File: config.mk
export PLATFORM = sky130hd
export DESIGN_NAME = i2c_bus_arbiter
export DESIGN_NICKNAME = d
export VERILOG_FILES = /design/src/rtl/i2c_bus_arbiter.sv
export SDC_FILE = /design/constraint.sdc
export NUM_CORES = 1
export LEC_CHECK = 0
export ABC_AREA = 1
export CAP_MARGIN = 20
export CORE_MARGIN = 4
export CORE_UTILIZATION = 38
export CTS_BUF_LIST = sky130_fd_sc_hd__clkbuf_4
export CTS_CLUSTER_SIZE = 30
export DETAILED_ROUTE_END_ITERATION = 8
export PLACE_DENSITY = 0.67
export SLEW_MARGIN = 25
export SYNTH_ARGS = -nofsm -noshare
export SYNTH_HDL_FRONTEND = slang
export SYNTH_SLANG_ARGS = --single-unit
File: constraint.sdc
create_clock -name clk -period 3.8 [get_ports clk]
set_input_delay 0.57 -clock clk [delete_from_list [all_inputs] [get_ports clk]]
set_output_delay 0.57 -clock clk [all_outputs]
set_load 0.05 [all_outputs]
File: src/rtl/i2c_bus_arbiter.sv
// Shares one I2C master between a power-up config sequencer (req0) and a runtime
// control writer (req1): latch a winner, pulse exec, wait for done or timeout, respond.
module i2c_bus_arbiter #(
    parameter logic        PRIO_MODE   = 1'b0,
    parameter logic [15:0] TIMEOUT_CYC = 16'd50000
) (
    input  logic       clk,
    input  logic       rst_n,
    input  logic       req0_req,
    input  logic [7:0] req0_addr,
    input  logic [7:0] req0_wdata,
    input  logic       req0_rh_wl,
    output logic       req0_done,
    output logic [7:0] req0_rdata,
    output logic       req0_err,
    input  logic       req1_req,
    input  logic [7:0] req1_addr,
    input  logic [7:0] req1_wdata,
    input  logic       req1_rh_wl,
    output logic       req1_done,
    output logic [7:0] req1_rdata,
    output logic       req1_err,
    output logic       i2c_exec,
    output logic [7:0] i2c_addr,
    output logic [7:0] i2c_data_w,
    output logic       i2c_rh_wl,
    input  logic [7:0] i2c_data_r,
    input  logic       i2c_done,
    output logic [1:0] grant,
    output logic       busy
);
    typedef enum logic [1:0] {IDLE, ISSUE, WAIT, RESP} state_t;

    state_t      state, state_nxt;
    logic [15:0] cnt;
    logic        last_grant;
    logic        win;
    logic        any_req;
    logic        expire;
    logic        finish;
    logic [7:0]  rdata_v;

    assign any_req = req0_req | req1_req;
    assign expire  = (cnt == TIMEOUT_CYC - 16'd1);
    assign finish  = i2c_done | expire;
    // A timed-out transaction returns zero data; a real done always wins.
    assign rdata_v = i2c_done ? i2c_data_r : 8'h00;

    // Winner index: 0 = req0, 1 = req1.
    always_comb begin
        win = req1_req;
        if (req0_req && req1_req)
            win = PRIO_MODE ? 1'b0 : ~last_grant;
    end

    always_ff @(posedge clk or negedge rst_n) begin
        if (!rst_n) state <= IDLE;
        else        state <= state_nxt;
    end

    always_comb begin
        state_nxt = state;
        case (state)
            IDLE:    if (any_req) state_nxt = ISSUE;
            ISSUE:   state_nxt = WAIT;
            WAIT:    if (finish) state_nxt = RESP;
            RESP:    state_nxt = IDLE;
            default: state_nxt = IDLE;
        endcase
    end

    always_ff @(posedge clk or negedge rst_n) begin
        if (!rst_n) begin
            cnt        <= 16'd0;
            last_grant <= 1'b1;
            grant      <= 2'b00;
            busy       <= 1'b0;
            i2c_exec   <= 1'b0;
            i2c_addr   <= 8'h00;
            i2c_data_w <= 8'h00;
            i2c_rh_wl  <= 1'b0;
            req0_done  <= 1'b0;
            req0_rdata <= 8'h00;
            req0_err   <= 1'b0;
            req1_done  <= 1'b0;
            req1_rdata <= 8'h00;
            req1_err   <= 1'b0;
        end else begin
            busy      <= (state_nxt != IDLE);
            i2c_exec  <= 1'b0;
            req0_done <= 1'b0;
            req1_done <= 1'b0;
            case (state)
                IDLE: if (any_req) begin
                    grant      <= win ? 2'b10 : 2'b01;
                    i2c_addr   <= win ? req1_addr  : req0_addr;
                    i2c_data_w <= win ? req1_wdata : req0_wdata;
                    i2c_rh_wl  <= win ? req1_rh_wl : req0_rh_wl;
                end
                ISSUE: begin
                    i2c_exec <= 1'b1;
                    cnt      <= 16'd0;
                end
                WAIT: begin
                    cnt <= cnt + 16'd1;
                    if (finish) begin
                        if (grant[1]) begin
                            req1_done  <= 1'b1;
                            req1_rdata <= rdata_v;
                            req1_err   <= ~i2c_done;
                        end else begin
                            req0_done  <= 1'b1;
                            req0_rdata <= rdata_v;
                            req0_err   <= ~i2c_done;
                        end
                    end
                end
                RESP: begin
                    last_grant <= grant[1];
                    grant      <= 2'b00;
                    req0_rdata <= 8'h00;
                    req0_err   <= 1'b0;
                    req1_rdata <= 8'h00;
                    req1_err   <= 1'b0;
                end
                default: ;
            endcase
        end
    end
endmodule

==> qor.txt <==
Clock Path Buffers: 2
Highest Clock Rate: 402.8 MHz
Synth Warn #: 0
worst min path class: in -> async
Hold-fix buffers, CTS: 0
Starting DRT DRC Count: 109
clock root buffer: clkbuf_4
antenna violations before repair: 0
setup bufs post-CTS: 0
Synth Flop Type: dfrtp_1
worst reg-to-reg path cell count: 6
PwrDens: 851.2 nW/um^2
startpoint types: flip-flop
Layout Nets: 491
first-pass GRT wire length: 11.82 mm
highest metal used: met4
row cnt: 31
RSZ-0062 raised after global routing: no
Worst-Margin Slew: 0.8033 ns
H-tree depth: 3
Synth Cell Area: 2959 um^2
die area: 9263 um^2
n_diodes: 0
Slew Limit Headroom: 0.4645
commonest non-fill, non-tap cell in the layout: nand2_1
final-layout fill cell count: 678
Routed WL: 7.316 mm
grt ovf: 0
# DRC: 0
area of the multi-input gates: 1236 um^2
Chip Width: 96.25 um
critical path capture point type: flip-flop
Initial Util: 0.3994
Setup TNS Final: 0 ns
Tcrit/Tclk final: 0.6533
largest net degree at the start of global routing: 43
post-synthesis async set-or-reset flop share: 1.000
total track usage: 0.1661
dpl cell area: 3910 um^2
DR pass1 iterations: 4
DR WL/cell: 13.50 um
vias: 2647
Cell variety after synth: 33
Mean Syn Cell Area: 8.552 um^2
share of cells above drive strength 1: 0.1061
core area: 7408 um^2
DRT antenna net count: 0
status: finished clean
register area share after synthesis: 0.5078
Worst VDD drop: 0.0004915 V
PostCTS Resize Cnt: 0
total CTS buffers: 9
metal2 WL: 3.429 mm
Crit Path Max Fanout: 20
max-cap viol count: 0
Metal-1 WL: 3.285 mm
met3 WL: 468 um
I/O Pins: 88
clock-pin slew on the worst setup and hold paths: 0.10 ns
Die Span Y: 96.25 um
CTS tree: done
final cell count without fillers: 542
Via density: 4.884
post-route cell area: 4090 um^2
max-slew violations: 0
DP HPWL: 5.411 mm
Post-Place Setup Slack: 1.294 ns
final worst path period need: 2.483 ns
Placed Cells: 526
register area: 1503 um^2
Worst-Skew Late Latency: 0.39 ns
Tot Pwr: 3.482 mW
hold slack final: 0.1475 ns
synthesis-to-finish area growth: 38.22%
Syn Nets: 399
final setup fails: 0
PnR worst setup slack: 1.317 ns
Layout Utilization: 0.5521
vias in the first global route: 2552
Sink Count: 60
Req. time, crit path: 4.10 ns
RD Place Congestion: 0.7887
leakage power: 1.965 nW
Synth Register Bits: 60
most frequent cells in the layout: nand2_1, clkdlybuf4s50_1, dfrtp_1, nand3_1, inv_1
Final Hold Vio Count: 0
PortBufs: 87
critical path class: reg -> reg
CP arrival: 2.78 ns
Max Clock Skew: 0.01326 ns
gate count of the mapped netlist: 346
Post-synth EDFFs: 0
registers in the layout (all words and copies together), names as in the netlist, 2 cells and up:
signal / flops
req1_rdata: 8
cnt: 16
state: 2
grant: 2
req0_rdata: 8
i2c_addr: 8
i2c_data_w: 8
worst paths after layout:
| path | from | end | slack (ns) |
|---|---|---|---|
| worst min-delay path | rst_n | req0_rdata[3]$_DFFE_PN0P_ | 0.15 |
| worst max register to register | state[0]$_DFF_PN0_ | i2c_data_w[5]$_DFFE_PN0P_ | 1.32 |
| min in group clk | req1_rdata[5]$_DFFE_PN0P_ | req1_rdata[5]$_DFFE_PN0P_ | 0.48 |
| max in group asynchronous | rst_n | i2c_addr[0]$_DFFE_PN0P_ | 2.98 |
| worst max-delay path | state[0]$_DFF_PN0_ | i2c_data_w[5]$_DFFE_PN0P_ | 1.32 |
| worst min register to register | req1_rdata[5]$_DFFE_PN0P_ | req1_rdata[5]$_DFFE_PN0P_ | 0.48 |
critical path, cell delays in order, from the launching register on:
cell	delay, ns
dfrtp_1	0.43
inv_1	0.14
ha_1	0.65
o21ai_2	0.10
buf_4	0.23
or2_1	0.53
o211ai_1	0.30
cell type report:
cell class              instances  share of cell area
inverters                      41             0.03885
flip-flops and latches         60              0.3674
well taps                      99             0.03028
clock buffers                  10             0.01835
repair buffers                 90              0.2178
clock inverters                 6             0.02508
multi-input cells             236              0.3022
kinds of logic (layout without fill, tap and decap cells):
logic type	after synthesis	after routing	share of synthesized area
flops	60	60	0.5078
fa+ha+maj	6	6	0.02537
buf+inv	50	147	0.07442
simple gates	184	184	0.2736
compound gates	46	46	0.1188
synthesized netlist by cell type (2+ instances only):
cell type   n  share of area
nand2_1    92           0.12
dfrtp_1    59           0.50
nand3_1    45          0.076
inv_1      38          0.048
nor2_1     29          0.037
a21oi_1    11          0.019
o211ai_2    9          0.038
o21ai_0     9          0.015
o211ai_1    8          0.020
ha_1        6          0.025
clkbuf_1    5         0.0063
nand2_2     5          0.011
nor2_2      4         0.0085
nand4_1     3         0.0063
buf_6       2         0.0076
inv_2       2         0.0025
nor2_4      2         0.0076
o21a_1      2         0.0051
per-layer routing:
metal | vias up | track usage
met5 | - | 0
met4 | 0 | 0.08057
met3 | 11 | 0.02971
met2 | 88 | 0.2542
met1 | 1235 | 0.2262
li1 | 1313 | -
power by group:
group | leakage (nW) | switching (mW) | internal (mW)
combinational | 1.09 | 1.30 | 0.624
sequential | 0.777 | 0.138 | 0.861
clock | 0.0955 | 0.225 | 0.336
total | 1.96 | 1.66 | 1.82
Power figures use the tool's default switching activity.
